### src/rtl/conv_out_requant.sv
`timescale 1ns/1ps
`default_nettype none
// ============================================================================
// Module   : conv_out_requant
// Purpose  : Last stage of the conv accelerator output path. It takes one
//            frame of signed accumulator values, adds a per-frame bias, applies
//            a rounding arithmetic right shift, then ReLU and an unsigned
//            clamp. It emits WIDTH*HEIGHT WO-bit pixels on a valid-only
//            stream with no backpressure.
// Ports    : clk, rstn          clock, asynchronous active-low reset
//            start, bias        frame start pulse, per-frame bias (latched)
//            din, din_vld       accumulator input; din_rdy is its ready
//            dout, vld          requantized pixel and its valid
//            frame_done         one-cycle pulse on the final pixel of a frame
//            busy               frame in progress (RUN or FLUSH)
//            sat_cnt            clamped-pixel count (only with the macro)
// Options  : define CONV_OUT_SAT_CNT_EN to add the sat_cnt counter port
// Revision : 1.0 - initial release
// ============================================================================
module conv_out_requant #(
  parameter int WA     = 20,
  parameter int WO     = 8,
  parameter int SHIFT  = 7,
  parameter int WIDTH  = 128,
  parameter int HEIGHT = 128
) (
  input  logic          clk,
  input  logic          rstn,
  input  logic          start,
  input  logic [WA-1:0] bias,
  input  logic [WA-1:0] din,
  input  logic          din_vld,
  output logic          din_rdy,
  output logic [WO-1:0] dout,
  output logic          vld,
  output logic          frame_done,
  output logic          busy
`ifdef CONV_OUT_SAT_CNT_EN
  ,
  output logic [15:0]   sat_cnt
`endif
);

  localparam int c_NPIX = WIDTH * HEIGHT;
  localparam int c_CW   = $clog2(c_NPIX + 1);
  // Two guard bits: one for the bias add, one for the rounding constant.
  localparam int c_WS   = WA + 2;
  localparam logic [c_CW-1:0]        c_LAST = c_CW'(c_NPIX - 1);
  localparam logic signed [c_WS-1:0] c_MAX  = {{(c_WS-WO){1'b0}}, {WO{1'b1}}};

  typedef enum logic [1:0] {
    S_IDLE  = 2'd0,
    S_RUN   = 2'd1,
    S_FLUSH = 2'd2
  } state_t;

  state_t                   r_state;
  state_t                   w_state_nxt;
  logic [c_CW-1:0]          r_cnt;
  logic [WA-1:0]            r_bias;
  logic signed [c_WS-1:0]   r_s1;
  logic                     r_s1_vld;
  logic                     r_s1_last;
  logic [WO-1:0]            r_dout;
  logic                     r_vld;
  logic                     r_done;

  logic                     w_start_acc;
  logic                     w_accept;
  logic                     w_last_acc;
  logic signed [c_WS-1:0]   w_sum;
  logic signed [c_WS-1:0]   w_round;
  logic                     w_neg;
  logic                     w_hi;
  logic [WO-1:0]            w_clamp;

  assign w_start_acc = start && (r_state == S_IDLE);
  assign w_accept    = din_vld && (r_state == S_RUN);
  assign w_last_acc  = w_accept && (r_cnt == c_LAST);

  assign din_rdy    = (r_state == S_RUN);
  assign busy       = (r_state != S_IDLE);
  assign dout       = r_dout;
  assign vld        = r_vld;
  assign frame_done = r_done;

  // --------------------------------------------------------------------------
  // Control FSM
  // --------------------------------------------------------------------------
  always_ff @(posedge clk or negedge rstn) begin
    if (!rstn) begin
      r_state <= S_IDLE;
    end else begin
      r_state <= w_state_nxt;
    end
  end

  always_comb begin
    w_state_nxt = r_state;
    case (r_state)
      S_IDLE:  if (start)      w_state_nxt = S_RUN;
      S_RUN:   if (w_last_acc) w_state_nxt = S_FLUSH;
      // Leave FLUSH in the same cycle the last pixel is presented.
      S_FLUSH: if (r_done)     w_state_nxt = S_IDLE;
      default:                 w_state_nxt = S_IDLE;
    endcase
  end

  always_ff @(posedge clk or negedge rstn) begin
    if (!rstn) begin
      r_cnt  <= '0;
      r_bias <= '0;
    end else if (w_start_acc) begin
      r_cnt  <= '0;
      r_bias <= bias;
    end else if (w_accept) begin
      r_cnt  <= r_cnt + c_CW'(1);
    end
  end

  // --------------------------------------------------------------------------
  // Stage 1: bias add and rounding shift
  // --------------------------------------------------------------------------
  assign w_sum = $signed({{2{din[WA-1]}}, din}) + $signed({{2{r_bias[WA-1]}}, r_bias});

  generate
    if (SHIFT > 0) begin : g_round
      // Adding half an LSB before the arithmetic shift rounds half toward +inf.
      localparam logic signed [c_WS-1:0] c_HALF = {{(c_WS-1){1'b0}}, 1'b1} << (SHIFT - 1);
      assign w_round = (w_sum + c_HALF) >>> SHIFT;
    end else begin : g_noround
      assign w_round = w_sum;
    end
  endgenerate

  always_ff @(posedge clk or negedge rstn) begin
    if (!rstn) begin
      r_s1      <= '0;
      r_s1_vld  <= 1'b0;
      r_s1_last <= 1'b0;
    end else begin
      r_s1_vld  <= w_accept;
      r_s1_last <= w_last_acc;
      if (w_accept) begin
        r_s1 <= w_round;
      end
    end
  end

  // --------------------------------------------------------------------------
  // Stage 2: ReLU and unsigned clamp
  // --------------------------------------------------------------------------
  assign w_neg   = r_s1[c_WS-1];
  assign w_hi    = !w_neg && (r_s1 > c_MAX);
  assign w_clamp = w_neg ? '0 : (w_hi ? {WO{1'b1}} : r_s1[WO-1:0]);

  always_ff @(posedge clk or negedge rstn) begin
    if (!rstn) begin
      r_dout <= '0;
      r_vld  <= 1'b0;
      r_done <= 1'b0;
    end else begin
      r_vld  <= r_s1_vld;
      r_done <= r_s1_last;
      if (r_s1_vld) begin
        r_dout <= w_clamp;
      end
    end
  end

`ifdef CONV_OUT_SAT_CNT_EN
  logic [15:0] r_sat;

  always_ff @(posedge clk or negedge rstn) begin
    if (!rstn) begin
      r_sat <= '0;
    end else if (w_start_acc) begin
      r_sat <= '0;
    end else if (r_s1_vld && (w_neg || w_hi) && (r_sat != 16'hFFFF)) begin
      r_sat <= r_sat + 16'd1;
    end
  end

  assign sat_cnt = r_sat;
`endif

endmodule
`default_nettype wire

### config.mk
export PLATFORM = sky130hd
export DESIGN_NAME = conv_out_requant
export DESIGN_NICKNAME = d
export VERILOG_FILES = /design/src/rtl/conv_out_requant.sv
export SDC_FILE = /design/constraint.sdc
export NUM_CORES = 1
export LEC_CHECK = 0
export CORE_AREA = 3 3 114 116
export CTS_BUF_LIST = sky130_fd_sc_hd__clkbuf_2
export DETAILED_ROUTE_END_ITERATION = 10
export DIE_AREA = 0 0 117 119
export GPL_TIMING_DRIVEN = 0
export SYNTH_ARGS = -nofsm -noshare
export SYNTH_HDL_FRONTEND = slang
export SYNTH_SLANG_ARGS = --single-unit
### constraint.sdc
create_clock -name clk -period 2.5 [get_ports clk]
set_input_delay 0.5 -clock clk [delete_from_list [all_inputs] [get_ports clk]]
set_output_delay 0.5 -clock clk [all_outputs]
set_load 0.03 [all_outputs]
==> impl_metrics.json <==
{
  "synth-compound-area-share": 0.1095,
  "grt_pass1_wl_um": 12680,
  "period_needed_ns": 2.457,
  "top_usage_layer": "met2",
  "gr-usage-met3": 0.03100,
  "slew_headroom": 0.4612,
  "crit_chain": "clkdlybuf4s50_1, ha_1, ha_2, and3_1, a221o_1, a21o_1, or3_1, a31oi_1",
  "grt_overflow_total": 0,
  "syn_nets": 438,
  "synth_fa_ha_area_frac": 0.1352,
  "setup.worst_path.end_class": "register",
  "avgSynthCellArea_sq_um": 10.17,
  "fp-row-count": 40,
  "finalPower_mw": 5.387,
  "power_density_nw_per_um2": 1165,
  "synth_edf_count": 0,
  "rsz0062_at_grt": "yes",
  "final_nets": 506,
  "maxCapViolations": 0,
  "routed_wl_um": 7602,
  "p_leak_nw": 2.015,
  "ys_warn_count": 0,
  "use_met2": 0.1725,
  "worstSkewPairLatency_ns": 0.51,
  "final_common_cell": "dfrtp_1",
  "synth_xor_area_frac": 0.05581,
  "synth_top_family_by_area": "simple AND/OR/NAND/NOR gates",
  "vias_per_cell": 4.768,
  "final.setup.worst_slack_ns": 0.04265,
  "synth-simple-area-share": 0.1383,
  "die_area_sq_um": 13920,
  "setup_viol": 0,
  "cts.sinks": 64,
  "hold_class": "primary input to asynchronous set/reset pin",
  "cpPeakStageDelay_ns": 0.44,
  "post_drt_wl_per_cell_um": 13.27,
  "ys_ff_latch": 64,
  "status": "completed",
  "layout_common_cells": "dfrtp_1, clkdlybuf4s50_1, nor2_1",
  "start_util": 0.3005,
  "drive_gt1_frac": 0.1690,
  "die_y_um": 119,
  "muxShareOfSynthArea": 0.08666,
  "fin_skew_ns": 0.02382,
  "ys_types": 45,
  "diodes": 0,
  "hold_viol_final": 0,
  "vias": 2732,
  "slew_violations": 0,
  "cts_buffers": 9,
  "worstMarginPinSlew_ns": 0.8082,
  "htree_levels": 3,
  "portBuffers": 55,
  "pin_count": 56,
  "critical_path.top_delay_family": "compound AO/OA/AOI/OAI gates",
  "path_class": "primary input to register",
  "clock_path_buffers": 2,
  "synth_ff_type": "dfrtp_1",
  "finalSetupTns_ns": 0,
  "first_global_vias": 2771,
  "finalCritPeriodShare": 0.9829,
  "post-dp-hpwl_um": 5640,
  "crit_buf_inv": 1,
  "max_clock_freq_mhz": 406.9,
  "pre_cts_slack_ns": -0.6931,
  "antenna_found_initial": 0,
  "slowest_stage": "clkdlybuf4s50_1",
  "dr.pass1.iters": 4,
  "clk_pin_slew_worst_paths_ns": 0.18,
  "syn_inst": 355,
  "grt_max_degree": 65,
  "die_x_um": 117,
  "synth_area_sq_um": 3610,
  "gp_congestion": 0.8200,
  "cp.arrival_ns": 2.91,
  "cts-root-buf": "clkbuf_2",
  "drtIter0Drc": 101,
  "core_sq_um": 12010,
  "required_ns": 2.95,
  "path_max_fanout": 6,
  "grt_usage": 0.1137,
  "drcViolationCount": 0,
  "crit_path_start_kind": "primary input",
  "area_delta_synth_final_pct": 28.04,
  "gr-usage-met1": 0.1530,
  "tritoncts": "built",
  "async_flop_share": 1.000,
  "yosysSeqAreaShare": 0.4437,
  "ant_nets": 0,
  "vdd_drop_max_uv": 472.4
}
## registers in the layout (all words and copies together) (netlist names)
register	cells
frame_done	1
r_s1_last	1
dout	8
r_s1_vld	1
r_s1	15
r_state	2
r_cnt	15
r_bias	20
vld	1
## repair_timing
action,CTS,global route
hold buffers,0,0
setup endpoints to repair,4,9
setup buffers,0,4
endpoints found under the hold margin,0,0
resized for setup,3,23
pin swaps,0,7
## stage by stage
step	util	instance area (sq um)	instances	hold WS [ns]
2_1_floorplan	-	3610	355	0.2044
3_3_place_gp	0.3617	4344	557	0.3350
3_5_place_dp	0.3615	4342	557	0.3347
4_1_cts	0.3730	4481	571	0.05267
5_1_grt	0.3848	4622	573	0.09059
6_report	0.3848	4622	573	0.05403
## cells by family after synthesis
group | after synthesis
AOI/OAI and AO/OA | 66
adders and majority gates | 39
xor gates and xnor gates | 23
DFF | 64
buffers and inverters | 28
and+or+nand+nor | 107
muxes | 28
## cell type report
cell class	instances	area, sq um
Clock inverter	4	71.32
Clock buffer	10	50.05
Timing Repair Buffer	59	578.1
Buffer	11	46.29
Inverter	15	56.30
Tap cell	147	183.9
Multi-Input combinational cell	263	2034
Sequential cell	64	1602
Fill cell	1227	7390
## synthesized netlist by cell type (6+ instances only)
library cell	number	area, sq um
inv_1	15	56.30
mux2_2	26	292.8
nand3_1	8	40.04
nor2_1	38	142.6
a21oi_1	18	90.09
clkbuf_1	10	37.54
dfrtp_1	64	1602
ha_1	39	488.0
nand2_1	34	127.6
nand4_1	6	37.54
xor2_1	13	113.9
xnor2_1	10	87.58
o21ai_0	25	125.1
## power by group
part | switching, mW | internal, mW
clock | 0.374 | 0.322
combinational | 1.63 | 1.41
sequential | 0.214 | 1.43
total | 2.22 | 3.17
## worst paths after layout
| kind | from | to | slack [ns] | cells after the start |
|---|---|---|---|---|
| setup / recovery | din[18] | r_s1[13] | 0.04 | 8 |
| hold / removal | rstn | r_bias[14] | 0.05 | 1 |
| setup reg to reg | r_bias[7] | r_s1[12] | 0.06 | 8 |
| hold reg to reg | r_s1_last | frame_done | 0.37 | 0 |
| max in group asynchronous | rstn | dout[5] | 1.91 | 1 |
| min in group clk | r_s1_last | frame_done | 0.37 | 0 |
## routing by layer
layer  routed length (um)  part of all wire
met2                 3426              0.45
met1                 3726              0.49
met3                  321             0.042
met4                  126             0.017
met5                    0                 0
Note: power is estimated with default switching activity, not from simulation.
